===== src/rtl/ysyx_23060096_alu_arbiter_if.sv =====
// Request/response channels of both requesters plus the ALU connection.
// The slave modport faces the arbiter; the master modport faces requesters and the ALU.
interface ysyx_23060096_alu_arbiter_if #(
  parameter int unsigned WIDTH = 4,
  parameter int unsigned OPW   = 3
);
  logic             req0_valid;
  logic             req0_ready;
  logic [WIDTH-1:0] req0_a;
  logic [WIDTH-1:0] req0_b;
  logic [OPW-1:0]   req0_op;
  logic             rsp0_valid;
  logic             rsp0_ready;
  logic [WIDTH-1:0] rsp0_data;

  logic             req1_valid;
  logic             req1_ready;
  logic [WIDTH-1:0] req1_a;
  logic [WIDTH-1:0] req1_b;
  logic [OPW-1:0]   req1_op;
  logic             rsp1_valid;
  logic             rsp1_ready;
  logic [WIDTH-1:0] rsp1_data;

  logic [WIDTH-1:0] alu_a;
  logic [WIDTH-1:0] alu_b;
  logic [OPW-1:0]   alu_op;
  logic [WIDTH-1:0] alu_out;

  modport slave (
    input  req0_valid, req0_a, req0_b, req0_op, rsp0_ready,
    input  req1_valid, req1_a, req1_b, req1_op, rsp1_ready,
    input  alu_out,
    output req0_ready, rsp0_valid, rsp0_data,
    output req1_ready, rsp1_valid, rsp1_data,
    output alu_a, alu_b, alu_op
  );

  modport master (
    output req0_valid, req0_a, req0_b, req0_op, rsp0_ready,
    output req1_valid, req1_a, req1_b, req1_op, rsp1_ready,
    output alu_out,
    input  req0_ready, rsp0_valid, rsp0_data,
    input  req1_ready, rsp1_valid, rsp1_data,
    input  alu_a, alu_b, alu_op
  );
endinterface


===== src/rtl/ysyx_23060096_alu_arbiter.sv =====
// Round-robin sharing of one combinational ALU between two requesters.
// Grant in IDLE, one EXEC cycle to capture the ALU result, hold in RESP until taken.
module ysyx_23060096_alu_arbiter #(
  parameter int unsigned WIDTH = 4,
  parameter int unsigned OPW   = 3,
  parameter int unsigned CNTW  = 8
) (
  input  logic                             clk,
  input  logic                             rst,
  ysyx_23060096_alu_arbiter_if.slave       bus,
  output logic                             busy,
  output logic                             last_grant,
  output logic [CNTW-1:0]                  op_count
);

  typedef enum logic [1:0] {
    IDLE = 2'd0,
    EXEC = 2'd1,
    RESP = 2'd2
  } state_t;

  state_t           state;
  state_t           next_state;
  logic             owner;
  logic [WIDTH-1:0] result;
  logic [WIDTH-1:0] alu_a_q;
  logic [WIDTH-1:0] alu_b_q;
  logic [OPW-1:0]   alu_op_q;

  logic             grant_valid;
  logic             grant_id;
  logic             accept;
  logic             rsp_hs;

  // Arbitration and handshake decode; ready is suppressed during reset.
  always_comb begin
    grant_valid    = bus.req0_valid | bus.req1_valid;
    grant_id       = 1'b0;
    next_state     = state;
    accept         = 1'b0;
    rsp_hs         = 1'b0;
    bus.req0_ready = 1'b0;
    bus.req1_ready = 1'b0;
    bus.rsp0_valid = 1'b0;
    bus.rsp1_valid = 1'b0;
    bus.rsp0_data  = '0;
    bus.rsp1_data  = '0;

    if (bus.req0_valid && bus.req1_valid) begin
      grant_id = ~last_grant;
    end else if (bus.req1_valid) begin
      grant_id = 1'b1;
    end

    case (state)
      IDLE: begin
        if (!rst && grant_valid) begin
          bus.req0_ready = (grant_id == 1'b0);
          bus.req1_ready = (grant_id == 1'b1);
          accept         = 1'b1;
          next_state     = EXEC;
        end
      end
      EXEC: begin
        next_state = RESP;
      end
      RESP: begin
        if (owner == 1'b0) begin
          bus.rsp0_valid = 1'b1;
          bus.rsp0_data  = result;
          rsp_hs         = bus.rsp0_ready;
        end else begin
          bus.rsp1_valid = 1'b1;
          bus.rsp1_data  = result;
          rsp_hs         = bus.rsp1_ready;
        end
        if (rsp_hs) begin
          next_state = IDLE;
        end
      end
      default: begin
        next_state = IDLE;
      end
    endcase
  end

  always_ff @(posedge clk) begin
    if (rst) begin
      state      <= IDLE;
      alu_a_q    <= '0;
      alu_b_q    <= '0;
      alu_op_q   <= '0;
      result     <= '0;
      owner      <= 1'b0;
      last_grant <= 1'b1;
      op_count   <= '0;
    end else begin
      state <= next_state;
      if (accept) begin
        owner <= grant_id;
        if (grant_id) begin
          alu_a_q  <= bus.req1_a;
          alu_b_q  <= bus.req1_b;
          alu_op_q <= bus.req1_op;
        end else begin
          alu_a_q  <= bus.req0_a;
          alu_b_q  <= bus.req0_b;
          alu_op_q <= bus.req0_op;
        end
      end
      if (state == EXEC) begin
        result <= bus.alu_out;
      end
      if (rsp_hs) begin
        last_grant <= owner;
        op_count   <= op_count + CNTW'(1);
      end
    end
  end

  assign bus.alu_a  = alu_a_q;
  assign bus.alu_b  = alu_b_q;
  assign bus.alu_op = alu_op_q;
  assign busy       = (state != IDLE);

endmodule


===== src/flat_wrapper.sv =====
// flat-port wrapper written by rule: the top's interface ports become plain ports
module ysyx_23060096_alu_arbiter_flat 
#(
  parameter int unsigned WIDTH = 4,
  parameter int unsigned OPW   = 3,
  parameter int unsigned CNTW  = 8
)
  (clk, rst, busy, last_grant, op_count, bus_req0_valid, bus_req0_a, bus_req0_b, bus_req0_op, bus_rsp0_ready, bus_req1_valid, bus_req1_a, bus_req1_b, bus_req1_op, bus_rsp1_ready, bus_alu_out, bus_req0_ready, bus_rsp0_valid, bus_rsp0_data, bus_req1_ready, bus_rsp1_valid, bus_rsp1_data, bus_alu_a, bus_alu_b, bus_alu_op);
  ysyx_23060096_alu_arbiter_if #(.WIDTH(WIDTH), .OPW(OPW)) bus_i ();
  input  logic clk;
  input  logic rst;
  output logic busy;
  output logic last_grant;
  output logic [CNTW-1:0] op_count;
  input wire logic [$bits(bus_i.req0_valid)-1:0] bus_req0_valid;
  input wire logic [$bits(bus_i.req0_a)-1:0] bus_req0_a;
  input wire logic [$bits(bus_i.req0_b)-1:0] bus_req0_b;
  input wire logic [$bits(bus_i.req0_op)-1:0] bus_req0_op;
  input wire logic [$bits(bus_i.rsp0_ready)-1:0] bus_rsp0_ready;
  input wire logic [$bits(bus_i.req1_valid)-1:0] bus_req1_valid;
  input wire logic [$bits(bus_i.req1_a)-1:0] bus_req1_a;
  input wire logic [$bits(bus_i.req1_b)-1:0] bus_req1_b;
  input wire logic [$bits(bus_i.req1_op)-1:0] bus_req1_op;
  input wire logic [$bits(bus_i.rsp1_ready)-1:0] bus_rsp1_ready;
  input wire logic [$bits(bus_i.alu_out)-1:0] bus_alu_out;
  output wire logic [$bits(bus_i.req0_ready)-1:0] bus_req0_ready;
  output wire logic [$bits(bus_i.rsp0_valid)-1:0] bus_rsp0_valid;
  output wire logic [$bits(bus_i.rsp0_data)-1:0] bus_rsp0_data;
  output wire logic [$bits(bus_i.req1_ready)-1:0] bus_req1_ready;
  output wire logic [$bits(bus_i.rsp1_valid)-1:0] bus_rsp1_valid;
  output wire logic [$bits(bus_i.rsp1_data)-1:0] bus_rsp1_data;
  output wire logic [$bits(bus_i.alu_a)-1:0] bus_alu_a;
  output wire logic [$bits(bus_i.alu_b)-1:0] bus_alu_b;
  output wire logic [$bits(bus_i.alu_op)-1:0] bus_alu_op;
  assign bus_i.req0_valid = bus_req0_valid;
  assign bus_i.req0_a = bus_req0_a;
  assign bus_i.req0_b = bus_req0_b;
  assign bus_i.req0_op = bus_req0_op;
  assign bus_i.rsp0_ready = bus_rsp0_ready;
  assign bus_i.req1_valid = bus_req1_valid;
  assign bus_i.req1_a = bus_req1_a;
  assign bus_i.req1_b = bus_req1_b;
  assign bus_i.req1_op = bus_req1_op;
  assign bus_i.rsp1_ready = bus_rsp1_ready;
  assign bus_i.alu_out = bus_alu_out;
  assign bus_req0_ready = bus_i.req0_ready;
  assign bus_rsp0_valid = bus_i.rsp0_valid;
  assign bus_rsp0_data = bus_i.rsp0_data;
  assign bus_req1_ready = bus_i.req1_ready;
  assign bus_rsp1_valid = bus_i.rsp1_valid;
  assign bus_rsp1_data = bus_i.rsp1_data;
  assign bus_alu_a = bus_i.alu_a;
  assign bus_alu_b = bus_i.alu_b;
  assign bus_alu_op = bus_i.alu_op;
  ysyx_23060096_alu_arbiter #(.WIDTH(WIDTH), .OPW(OPW), .CNTW(CNTW)) u_core (.clk(clk), .rst(rst), .bus(bus_i), .busy(busy), .last_grant(last_grant), .op_count(op_count));
endmodule

===== config.mk =====
export PLATFORM = sky130hd
export DESIGN_NAME = ysyx_23060096_alu_arbiter_flat
export DESIGN_NICKNAME = d
export VERILOG_FILES = /design/src/rtl/ysyx_23060096_alu_arbiter_if.sv /design/src/rtl/ysyx_23060096_alu_arbiter.sv /design/src/flat_wrapper.sv
export SDC_FILE = /design/constraint.sdc
export NUM_CORES = 1
export LEC_CHECK = 0
export ABC_AREA = 1
export CAP_MARGIN = 15
export CORE_ASPECT_RATIO = 1.25
export CORE_MARGIN = 2
export CORE_UTILIZATION = 45
export CTS_BUF_LIST = sky130_fd_sc_hd__clkbuf_4 sky130_fd_sc_hd__clkbuf_8
export DETAILED_ROUTE_END_ITERATION = 12
export GPL_TIMING_DRIVEN = 0
export HOLD_SLACK_MARGIN = 0.12
export PLACE_DENSITY_LB_ADDON = 0.25
export RECOVER_POWER = 50
export SKIP_LAST_GASP = 1
export SYNTH_ARGS = -nofsm -noshare
export SYNTH_HDL_FRONTEND = slang
export SYNTH_SLANG_ARGS = --single-unit

===== constraint.sdc =====
create_clock -name clk -period 1.71 [get_ports clk]
set_input_delay 0.171 -clock clk [delete_from_list [all_inputs] [get_ports clk]]
set_output_delay 0.171 -clock clk [all_outputs]
set_load 0.005 [all_outputs]

==> results.toml <==
[power_and_ir_drop]
p_comb_frac = 0.257
powerDensity_nw_per_um2 = 621
p_sw_frac = 0.268
p_sw_uw = 352
ir_drop_uv = 507
power_frac_seq = 0.522
internal_power_uw = 959
leakagePower_uw = 0.000981
clkPwrFrac = 0.221

[timing]
period_needed_ns = 1.63
hold_viol_final = 0
max_slew_margin = 0.709
setup_viol = 0
finalCritPeriodShare = 0.955
maxSlewViolCount = 0
fin_skew_ns = 0.00216
rsz0062_at_grt = "true"
worst_slew_pin_slew_ns = 0.436
fmax_mhz = 613

[critical_path]
worst_ep_arrival_time_ns = 1.46
critPathRequiredTime_ns = 1.54
reg2reg_to = "u_core.last_grant"
startpoint = "u_core.state[0]"
reg2reg_slack_ns = 0.45
timing.rr.start = "u_core.owner"
crit_path_end = "bus_rsp1_data[2]"
crit_path_start_kind = "register"
crit_fanout = 4
reg2reg_depth = 7
cp-end-kind = "output pin"
crit_type = "reg -> out"

[hold_path]
min_path_type = "in -> reg"
min_from = "rst"

[yosys]
synth_top_area_cell = "dfxtp_1"
ys.flop_type = "dfxtp_1"
synth-edff-count = 0
synth_cells = 209
ys.warnings.count = 0
synth.top_cell.area_share = 0.401
synth.area.top_cells = "dfxtp_1, nand2_1, nor2_1, a21oi_1, inv_1"
yosysMostFrequentCell = "nand2_1"
synth_seq_cells = 27
yosysSeqAreaShare = 0.401
synthArstFlopShare = 0
syn-cell-area_um2 = 1350
synth_fp_nets = 242
synthDistinctLibCells = 21
avgSynthCellArea_um2 = 6.45
synth_common_cells = "nand2_1, nor2_1, dfxtp_1"

[drt]
first_iter_violations = 32
ant_nets = 0
highest_layer = "met4"
route.met3.wl_um = 223
wl_per_cell_um = 9.67
viasPerCell = 4.51
wl_met1_mm = 1.33
wl_mm = 3.08
dr.pass1.iters = 4
dr_wl_met2_mm = 1.49
route.vias.total = 1435
remaining_drc_errors = 0

[run_status]
status = "finished clean"

[clock_tree]
cts_tree = "yes"
htree_levels = 1
clk_pin_slew_ns = 0.14
cts_buffer_depth = 2
clkSinkCount = 27
insertion_delay_ns = 0.32
numCtsBuffers = 3
root_buffer = "clkbuf_4"

[placement]
portBuffers = 64
placed_cells = 309
gp_congestion = 0.750
hpwlAfterDp_mm = 2.43

[final_layout]
fill_cells = 250
syn2layout_area_growth_pct = 56.7
nets = 316
instances_no_fill = 318
utilization = 0.731
drive_gt1_frac = 0.121
diodes = 0

[die]
dieArea_um2 = 3450
coreArea_um2 = 2890
rows = 22
initial_core_util = 0.466
fp.dieW_um = 52.9
die_height_um = 65.2
io_pins = 65

[grt]
antenna_found_initial = 0
grt_pass1_wl_mm = 5.01
grt_pass1_vias = 1233
track_usage = 0.189
gr-total-overflow = 0
grt_start_max_net_pins = 15

[run]
drv_cap = 0
registers in the layout, summed over array words and instances, names as in the netlist:
name / count
u_core.state: 2
u_core.bus.alu_a: 4
u_core.bus.alu_b: 4
u_core.result: 4
u_core.last_grant: 1
u_core.owner: 1
u_core.op_count: 8
u_core.bus.alu_op: 3
worst min path at each step:
stage	end	slack [ns]	cells after the start
after CTS	u_core.result[3]	0.46	3
after global routing	u_core.op_count[2]	0.15	2
after floorplan	u_core.bus.alu_b[1]	0.24	1
after global placement	u_core.bus.alu_a[1]	0.45	2
after detailed placement	u_core.bus.alu_a[1]	0.45	2
final	u_core.bus.alu_op[2]	0.14	2
power by group through the flow:
stage               Combinational [uW]  Clock [uW]  Sequential [uW]
finish                             336         290              685
global placement                   316           0              697
global route                       373         322              690
CTS                                324         298              687
detailed placement                 319           0              698
floorplan                          155           0              699
what timing repair did:
item,in CTS,in global routing
pin swaps,1,1
gates cloned,0,0
endpoints found under the setup margin,12,4
buffers inserted,1,4
gates resized for setup,22,8
hold buffers,0,0
per-stage QoR:
stage               setup TNS (ns)  hold WS (ns)  setup slack [ns]  total power (uW)  area (um2)
floorplan                        0         0.240             0.605               853        1350
global route                -0.149         0.148           -0.0388              1380        2110
global placement            -0.465         0.449            -0.278              1010        2030
CTS                         -0.219         0.456            -0.155              1310        2080
detailed placement          -0.478         0.454            -0.273              1020        2030
finish                           0         0.144            0.0774              1310        2110
final cells by class:
class,count,area [um2],share of cell area
plain buffers,6,47.5,0.0225
repair buffers,69,663,0.314
inverters,26,105,0.0498
well taps,36,45.0,0.0213
clock buffers,4,30.0,0.0142
flip-flops and latches,27,547,0.259
multi-input cells,150,674,0.319
routing by layer:
| metal | vias up | GRT usage |
|---|---|---|
| met3 | 4 | 0.0477 |
| met5 | - | 0 |
| met1 | 605 | 0.211 |
| met2 | 42 | 0.336 |
| met4 | 0 | 0.0673 |
| li1 | 784 | - |
critical path: stages (launching register included):
cell and delay, ns:
dfxtp_4 0.37, buf_4 0.13, nor2_4 0.10, inv_4 0.07, nor2_4 0.10, inv_2 0.06
nor2_1 0.07, dlygate4sd2_1 0.24
cell families after synthesis:
kind of cell	synth area share
and+or+nand+nor	0.376
DFF	0.401
adders and majority gates	0.00928
AOI/OAI and AO/OA	0.104
buffers and inverters	0.110
layout by cell type, fill, tap and decap left out, drive strengths merged, types with 2 or more instances in the layout:
cell type | synthesis | final
nand2 | 83 | 83
clkdlybuf4s50 | 0 | 51
nor2 | 35 | 35
dfxtp | 27 | 27
inv | 26 | 26
a21oi | 18 | 18
buf | 5 | 10
dlygate4sd2 | 0 | 8
o21ai | 7 | 7
clkbuf | 1 | 7
nand4 | 3 | 3
dlymetal6s2s | 0 | 2
Power figures use the tool's default switching activity.
